**config.mk**
```make
export PLATFORM = sky130hd
export DESIGN_NAME = alu_issue_ctrl
export DESIGN_NICKNAME = d
export VERILOG_FILES = /design/src/rtl/alu_issue_ctrl.sv
export SDC_FILE = /design/constraint.sdc
export NUM_CORES = 1
export LEC_CHECK = 0
export ABC_AREA = 1
export BUFFER_PORTS_ARGS = -buffer_cell sky130_fd_sc_hd__buf_4
export CORE_ASPECT_RATIO = 1.1
export CORE_MARGIN = 1
export CORE_UTILIZATION = 35
export DETAILED_ROUTE_END_ITERATION = 10
export PLACE_DENSITY_LB_ADDON = 0.15
export SYNTH_ARGS = -nofsm -noshare
export SYNTH_HDL_FRONTEND = slang
export SYNTH_SLANG_ARGS = --single-unit
```
**constraint.sdc**
```tcl
create_clock -name clk -period 1.2 [get_ports clk]
set_input_delay 0.06 -clock clk [delete_from_list [all_inputs] [get_ports clk]]
set_output_delay 0.06 -clock clk [all_outputs]
set_load 0.02 [all_outputs]
```
**src/rtl/alu_issue_ctrl.sv**
```systemverilog
// rtl/alu_issue_ctrl.sv - R-type request decode and issue controller for a combinational ALU
// Accepts one request at a time, runs it through the ALU for one cycle and returns a tagged response.
module alu_issue_ctrl #(
    parameter int WIDTH = 32,
    parameter int TAG_W = 4,
    parameter int CNT_W = 16
) (
    input  logic             clk,
    input  logic             rst,
    input  logic             req_valid,
    output logic             req_ready,
    input  logic [2:0]       req_funct3,
    input  logic             req_funct7b5,
    input  logic [WIDTH-1:0] req_a,
    input  logic [WIDTH-1:0] req_b,
    input  logic [TAG_W-1:0] req_tag,
    output logic [3:0]       alu_op,
    output logic [WIDTH-1:0] alu_a,
    output logic [WIDTH-1:0] alu_b,
    input  logic [WIDTH-1:0] alu_result,
    input  logic             alu_zero,
    output logic             rsp_valid,
    input  logic             rsp_ready,
    output logic [WIDTH-1:0] rsp_result,
    output logic             rsp_zero,
    output logic             rsp_illegal,
    output logic [TAG_W-1:0] rsp_tag,
    output logic [CNT_W-1:0] ops_done
);

    typedef enum logic [1:0] {IDLE, EXEC, RESP} state_t;

    localparam logic [3:0] OP_ADD = 4'b0000;
    localparam logic [3:0] OP_SUB = 4'b0001;
    localparam logic [3:0] OP_AND = 4'b0010;
    localparam logic [3:0] OP_OR  = 4'b0011;
    localparam logic [3:0] OP_XOR = 4'b0100;

    state_t             state_q, state_d;
    logic [3:0]         alu_op_q, alu_op_d;
    logic [WIDTH-1:0]   alu_a_q, alu_a_d;
    logic [WIDTH-1:0]   alu_b_q, alu_b_d;
    logic [TAG_W-1:0]   tag_q, tag_d;
    logic               illegal_q, illegal_d;
    logic [WIDTH-1:0]   rsp_result_q, rsp_result_d;
    logic               rsp_zero_q, rsp_zero_d;
    logic               rsp_illegal_q, rsp_illegal_d;
    logic [TAG_W-1:0]   rsp_tag_q, rsp_tag_d;
    logic [CNT_W-1:0]   ops_done_q, ops_done_d;

    logic [3:0]         dec_op;
    logic               dec_illegal;

    always_comb begin
        dec_op      = OP_ADD;
        dec_illegal = 1'b0;
        case ({req_funct3, req_funct7b5})
            4'b000_0: dec_op = OP_ADD;
            4'b000_1: dec_op = OP_SUB;
            4'b111_0: dec_op = OP_AND;
            4'b110_0: dec_op = OP_OR;
            4'b100_0: dec_op = OP_XOR;
            default:  dec_illegal = 1'b1;
        endcase
    end

    always_comb begin
        state_d       = state_q;
        alu_op_d      = alu_op_q;
        alu_a_d       = alu_a_q;
        alu_b_d       = alu_b_q;
        tag_d         = tag_q;
        illegal_d     = illegal_q;
        rsp_result_d  = rsp_result_q;
        rsp_zero_d    = rsp_zero_q;
        rsp_illegal_d = rsp_illegal_q;
        rsp_tag_d     = rsp_tag_q;
        ops_done_d    = ops_done_q;
        req_ready     = 1'b0;

        case (state_q)
            IDLE: begin
                req_ready = 1'b1;
                if (req_valid) begin
                    // Illegal requests still run through the ALU, but on neutral zero operands.
                    alu_op_d  = dec_illegal ? OP_ADD : dec_op;
                    alu_a_d   = dec_illegal ? '0 : req_a;
                    alu_b_d   = dec_illegal ? '0 : req_b;
                    tag_d     = req_tag;
                    illegal_d = dec_illegal;
                    state_d   = EXEC;
                end
            end
            EXEC: begin
                rsp_result_d  = illegal_q ? '0 : alu_result;
                rsp_zero_d    = illegal_q ? 1'b0 : alu_zero;
                rsp_illegal_d = illegal_q;
                rsp_tag_d     = tag_q;
                state_d       = RESP;
            end
            RESP: begin
                if (rsp_ready) begin
                    ops_done_d = ops_done_q + 1'b1;
                    state_d    = IDLE;
                end
            end
            default: state_d = IDLE;
        endcase
    end

    always_ff @(posedge clk) begin
        if (rst) begin
            state_q       <= IDLE;
            alu_op_q      <= OP_ADD;
            alu_a_q       <= '0;
            alu_b_q       <= '0;
            tag_q         <= '0;
            illegal_q     <= 1'b0;
            rsp_result_q  <= '0;
            rsp_zero_q    <= 1'b0;
            rsp_illegal_q <= 1'b0;
            rsp_tag_q     <= '0;
            ops_done_q    <= '0;
        end else begin
            state_q       <= state_d;
            alu_op_q      <= alu_op_d;
            alu_a_q       <= alu_a_d;
            alu_b_q       <= alu_b_d;
            tag_q         <= tag_d;
            illegal_q     <= illegal_d;
            rsp_result_q  <= rsp_result_d;
            rsp_zero_q    <= rsp_zero_d;
            rsp_illegal_q <= rsp_illegal_d;
            rsp_tag_q     <= rsp_tag_d;
            ops_done_q    <= ops_done_d;
        end
    end

    assign alu_op      = alu_op_q;
    assign alu_a       = alu_a_q;
    assign alu_b       = alu_b_q;
    assign rsp_valid   = (state_q == RESP);
    assign rsp_result  = rsp_result_q;
    assign rsp_zero    = rsp_zero_q;
    assign rsp_illegal = rsp_illegal_q;
    assign rsp_tag     = rsp_tag_q;
    assign ops_done    = ops_done_q;

endmodule

```
==> PnR_summary.wiki, run 1 <==
{| class="wikitable"
! Metric !! Value
|-
| Outcome || finished, violations left
|-
| Violated checks || setup timing
|-
| Starting utilization of the core area || 36.1%
|-
| Sum of routed wire length over all layers || 21600 um
|-
| Max stage delay cell, worst path || dfxtp_4
|-
| Number of pins exceeding their max-slew limit in the final report || 0
|-
| Worst slack on hold paths || 0.0862 ns
|-
| Avg Inst Size Synth || 8.05 um2
|-
| Nets@finish || 1085
|-
| Global placement routability congestion || 0.822
|-
| TritonCTS Sinks || 128
|-
| VDD IR-drop max || 0.811 mV
|-
| Maximum number of pins on one net before global-route repair || 60
|-
| Top delay family on crit path || simple AND/OR/NAND/NOR gates
|-
| Buffers added on ports || 231
|-
| Synthesized area || 0.00479 mm2
|-
| Post-synthesis sequential element count || 128
|-
| Number of synthesized flops with an enable pin || 0
|-
| Final TNS setup || -6.23 ns
|-
| Count of endpoints failing hold in the final timing report || 0
|-
| Total clock buffers created by CTS || 17
|-
| Critical path buffers and inverters || 2
|-
| Fraction of registers with async set/reset || 0%
|-
| Kind of launch point of the worst setup path || flop
|-
| Number of DRC markers in iteration 0 || 276
|-
| Clk Latency, worst-skew pair || 0.43 ns
|-
| Setup slack of the critical path after layout || -0.124 ns
|-
| Post-route fraction of the period consumed by the critical path || 110%
|-
| Area taken by multi-input logic gates || 0.00281 mm2
|-
| # DRC || 0
|-
| Ratio of cells with drive above 1 in the final layout || 51.3%
|-
| Synth-to-Final Area Change || 113%
|-
| Mapped Nets || 705
|-
| RSZ-0062 raised after global routing || yes
|-
| Fin crit period || 1.32 ns
|-
| Die W || 114 um
|-
| Via count of the first global-routing pass || 5439
|-
| Clk pin slew, worst setup/hold paths || 0.06 ns
|-
| Commonest register cell after synthesis || dfxtp_1
|-
| FP Rows || 44
|-
| Max-Cap Viols || 0
|-
| DIE HEIGHT || 125 um
|-
| Leakage Power || 4.35 nW
|-
| Clock tree root driver cell || clkbuf_16
|-
| Filler instances || 818
|-
| Element type at the critical path end || flop
|-
| Area of the die || 0.0141 mm2
|-
| Cell count after synthesis || 595
|-
| List of cells traversed by the critical path || nor2_4 > nand2_8 > buf_12 > clkbuf_16 > nand2_1 > a21oi_1
|-
| Max_slew headroom || 62.8%
|-
| Worst setup skew after layout || 0.0131 ns
|-
| Critical path fanouts, max || 8
|-
| Area occupied by registers || 0.00259 mm2
|-
| Most frequent standard cell in the layout excluding fill and tap cells || buf_4
|-
| Actual transition at the worst max-transition pin || 0.557 ns
|-
| Wire length of the first global-routing pass || 25600 um
|-
| H-tree levels || 4
|-
| Worst setup path category || flop to flop
|-
| Most frequent cells in the layout || 254 x buf_4, 117 x dfxtp_1, 103 x dlygate4sd3_1
|-
| Slowest Stage Delay on Critical Path || 0.36 ns
|-
| Area of the core region || 0.0133 mm2
|-
| Half-perimeter wire length after placement || 9940 um
|-
| Kind of path behind the tightest hold check || input pin to flop
|-
| Portion of the post-synthesis area used by sequential elements || 53.5%
|-
| PwrDens || 1180 mW/mm2
|-
| Post-detailed-route via-to-cell ratio || 5.10
|-
| Maximum clock frequency || 0.755 GHz
|-
| Length of the first detailed-routing pass in iterations || 6
|-
| Antenna violation net count after detailed routing || 0
|-
| Critical path data required time || 1.49 ns
|-
| Endpoint arrival time on the critical path || 1.62 ns
|-
| CTS tree || yes
|-
| Total routing usage reported by global routing || 22.9%
|-
| Drt wl/cell || 18.5 um
|-
| Number of placed instances with taps included || 997
|-
| Unique masters post-synth || 32
|-
| Yosys warns || 0
|-
| Setup-violating endpoint count in the final report || 98
|-
| Number of standard cells in the final layout excluding fillers || 1173
|-
| Antenna violations before repair || 2
|-
| Gr ovfl total || 0
|-
| End-of-flow core utilization || 76.9%
|-
| Maximum clock insertion buffer count || 2
|-
| Via Count || 5988
|-
| Num ports || 233
|}
==> flip-flops by register name, indices dropped and copies added, names as in the netlist <==
name         flops
rsp_tag          4
rsp_zero         1
ops_done        16
rsp_illegal      1
rsp_result      32
alu_op           3
tag_q            4
alu_a           32
state_q          2
illegal_q        1
alu_b           32
==> tightest hold or removal path, cell delays in order <==
cell	delay, ns
buf_4	0.09
nor2_2	0.04
nand3_2	0.10
buf_4	0.12
a21oi_2	0.05
==> power breakdown <==
| group | switching (W) | internal (W) | total [W] |
|---|---|---|---|
| sequential | 0.000123 | 0.00440 | 0.00453 |
| combinational | 0.00123 | 0.00132 | 0.00255 |
| clock | 0.00191 | 0.00304 | 0.00494 |
==> worst paths after layout <==
kind                                start                      to  slack (ns)  cells past startpoint
hold / removal               req_funct7b5  alu_op[2]$_SDFFE_PP0P_        0.09                      5
setup / recovery  state_q[0]$_SDFFE_PP0P_  alu_a[30]$_SDFFE_PP0P_       -0.12                      6
hold reg to reg     alu_a[8]$_SDFFE_PP0P_   alu_a[8]$_SDFFE_PP0P_        0.47                      2
setup reg to reg  state_q[0]$_SDFFE_PP0P_  alu_a[30]$_SDFFE_PP0P_       -0.12                      6
==> cell type report <==
class	count	area share, %
clock inverters	10	0.847
repair buffers	402	38.0
diodes	3	0.0736
well taps	184	2.26
inverters	21	0.945
repair inverters	2	0.245
flip-flops and latches	128	25.4
clock buffers	20	4.69
multi-input cells	403	27.6
==> repair_timing <==
item                                    CTS  global route
cloned                                    1            30
pin swaps                                 1            85
endpoints found under the hold margin   104             0
resized for setup                        15           233
setup buffers                             0             9
endpoints found under the setup margin  112           117
hold buffers                            106             0
==> logic make-up after synthesis <==
family          Yosys count  share of synthesized area (%)
simple gates            280                           25.2
flops                   128                           53.5
compound gates          120                           14.6
buf+inv                  64                           6.19
xor+xnor                  1                          0.183
fa+ha+maj                 1                          0.261
other cells               1                         0.0783
==> synth_stat cells (2+ instances only) <==
| cell | count | share of area (%) |
|---|---|---|
| o21a_1 | 2 | 0.31 |
| nor2_2 | 2 | 0.26 |
| buf_6 | 2 | 0.47 |
| a22oi_1 | 33 | 5.2 |
| nor2_1 | 84 | 6.6 |
| clkbuf_1 | 18 | 1.4 |
| nand2_1 | 102 | 8.0 |
| nand3_1 | 75 | 7.8 |
| buf_4 | 7 | 1.1 |
| buf_1 | 4 | 0.31 |
| inv_2 | 5 | 0.39 |
| o21ai_0 | 5 | 0.52 |
| dfxtp_1 | 128 | 54 |
| nand4_1 | 4 | 0.52 |
| nor3_1 | 5 | 0.52 |
| o21ai_1 | 4 | 0.42 |
| a21oi_1 | 72 | 7.5 |
| inv_1 | 16 | 1.3 |
| buf_2 | 12 | 1.3 |
| nand3b_1 | 2 | 0.31 |
| a211oi_1 | 2 | 0.31 |
==> metrics by stage <==
stage | worst slack (ns) | total power, W | area (um2)
floorplan | -0.0277 | 0.00529 | 4830
global placement | -0.0231 | 0.00596 | 6880
detailed placement | -0.0835 | 0.00599 | 6880
CTS | -0.0549 | 0.0112 | 8600
global route | -0.187 | 0.0124 | 10200
finish | -0.124 | 0.0120 | 10200
==> metal layers <==
metal / vias up / global-route usage [%] / routed length (um) / share of wire [%]
li1: 2775 / - / - / -
met1: 2836 / 25.2 / 8060 / 37
met2: 292 / 40.1 / 11100 / 51
met3: 85 / 6.37 / 1490 / 6.9
met4: 0 / 11.0 / 944 / 4.4
met5: - / 0 / 0 / 0
Power figures use the tool's default switching activity.
==> inputs of run 2 (changes only) <==
Settings changed: CORE_MARGIN 1 to 2.
==> PnR_summary.wiki, run 2 (same netlist as run 1, synthesis figures left out) <==
{| class="wikitable"
! Metric !! Value
|-
| Worst R2R Path Depth || 6
|-
| Via count of the first global-routing pass || 5290
|-
| Buffers added on ports || 231
|-
| PwrDens || 1230 mW/mm2
|-
| Final TNS setup || -4.46 ns
|-
| Outcome || finished, violations left
|-
| Via Count || 5868
|-
| Max_slew headroom || 64.0%
|-
| Die W || 116 um
|-
| Number of pins exceeding their max-slew limit in the final report || 0
|-
| Most frequent standard cell in the layout excluding fill and tap cells || buf_4
|-
| Total clock buffers created by CTS || 17
|-
| Most frequent cells in the layout || 247 x buf_4, 119 x dfxtp_1, 102 x dlygate4sd3_1
|-
| Actual transition at the worst max-transition pin || 0.539 ns
|-
| Endpoint arrival time on the critical path || 1.66 ns
|-
| Num ports || 233
|-
| Wire length of the first global-routing pass || 25100 um
|-
| Maximum number of pins on one net before global-route repair || 59
|-
| Sum of routed wire length over all layers || 20300 um
|-
| Drt wl/cell || 17.5 um
|-
| Area of the die || 0.0146 mm2
|-
| FP Rows || 44
|-
| Number of cells traversed by the worst hold path || 3
|-
| Antenna violations before repair || 1
|-
| Number of DRC markers in iteration 0 || 328
|-
| Worst Setup Slack post-DPL || -0.0965 ns
|-
| Kind of path behind the tightest hold check || input pin to flop
|-
| Critical path data required time || 1.54 ns
|-
| Leakage Power || 4.13 nW
|-
| Maximum clock insertion buffer count || 2
|-
| Setup-violating endpoint count in the final report || 92
|-
| H-tree levels || 4
|-
| Synth-to-Final Area Change || 108%
|-
| Kind of launch point of the worst setup path || flop
|-
| Post-route fraction of the period consumed by the critical path || 110%
|-
| Clk Latency, worst-skew pair || 0.42 ns
|-
| Antenna violation net count after detailed routing || 0
|-
| Worst setup skew after layout || 0.00642 ns
|-
| RSZ-0062 raised after global routing || yes
|-
| Fin crit period || 1.32 ns
|-
| Global placement routability congestion || 0.818
|-
| VDD IR-drop max || 1.10 mV
|-
| CTS tree || yes
|-
| Length of the first detailed-routing pass in iterations || 5
|-
| Maximum clock frequency || 0.757 GHz
|-
| Violated checks || setup timing
|-
| TritonCTS Sinks || 128
|-
| Gr ovfl total || 0
|-
| Area of the core region || 0.0133 mm2
|-
| Element type at the critical path end || flop
|-
| Count of endpoints failing hold in the final timing report || 0
|-
| DIE HEIGHT || 127 um
|-
| Worst setup path category || flop to flop
|-
| Setup slack of the critical path after layout || -0.121 ns
|-
| Starting utilization of the core area || 36.1%
|-
| # DRC || 0
|-
| Clk pin slew, worst setup/hold paths || 0.06 ns
|-
| Clock tree root driver cell || clkbuf_16
|-
| Half-perimeter wire length after placement || 10000 um
|-
| Max-Cap Viols || 0
|-
| Critical path fanouts, max || 8
|-
| Nets@finish || 1071
|-
| Post-detailed-route via-to-cell ratio || 5.06
|-
| Ratio of cells with drive above 1 in the final layout || 48.8%
|-
| Total routing usage reported by global routing || 21.4%
|}
-- run 2: area by class of cell --
class                      instances  area (um2)
antenna                            2        5.00
sequential                       128        2580
fill                             826        3310
tap                              184         230
inverter                          21        91.3
timing repair inverter             1        16.3
timing repair buffer             389        3680
clock inverter                    10         133
multi-input combinational        403        2740
clock buffer                      22         474
-- run 2: routing by layer --
metal	vias to the layer above	track usage (%)	share of wire, %
met4	0	9.85	3.6
li1	2754	-	-
met5	-	0	0
met1	2774	24.1	38
met3	67	6.40	6.7
met2	273	37.0	52
-- run 2: final timing paths --
path,start,end,slack (ns)
max,state_q[1]$_SDFFE_PP0P_,alu_a[29]$_SDFFE_PP0P_,-0.12
min,req_funct7b5,alu_op[1]$_SDFFE_PP0P_,0.06
max reg2reg,state_q[1]$_SDFFE_PP0P_,alu_a[29]$_SDFFE_PP0P_,-0.12
min reg2reg,alu_a[11]$_SDFFE_PP0P_,alu_a[11]$_SDFFE_PP0P_,0.47
-- run 2: power by group --
part	switching [W]	internal (W)
combinational	0.00117	0.00123
sequential	0.000109	0.00441
clock	0.00186	0.00342
total	0.00314	0.00906
-- run 2: metrics by stage --
stage | std cells | util (%) | cell area (um2) | hold slack [ns] | power (W)
after CTS | 1136 | 65.2 | 8650 | -0.0238 | 0.0116
after detailed placement | 998 | 52.1 | 6920 | 0.305 | 0.00602
after global placement | 998 | 52.1 | 6920 | 0.298 | 0.00599
after global routing | 1160 | 75.0 | 9960 | 0.0639 | 0.0126
after floorplan | 595 | - | 4830 | 0.208 | 0.00529
final | 1160 | 75.0 | 9960 | 0.0565 | 0.0122
-- run 2: repair_timing --
item | 4_1_cts | 5_1_grt
cloned | 1 | 22
hold endpoints to repair | 104 | 0
pin swaps | 3 | 82
setup endpoints to repair | 112 | 116
hold buffers | 105 | 0
buffers inserted | 0 | 4
resized for setup | 16 | 188
-- run 2: worst max-delay path, cell delays in order, from the launching register on --
cell and delay, ns:
dfxtp_4 0.36, nor2_4 0.16, nand2_8 0.14, clkinv_8 0.13
clkbuf_16 0.20, nand3_4 0.09, a21oi_2 0.16
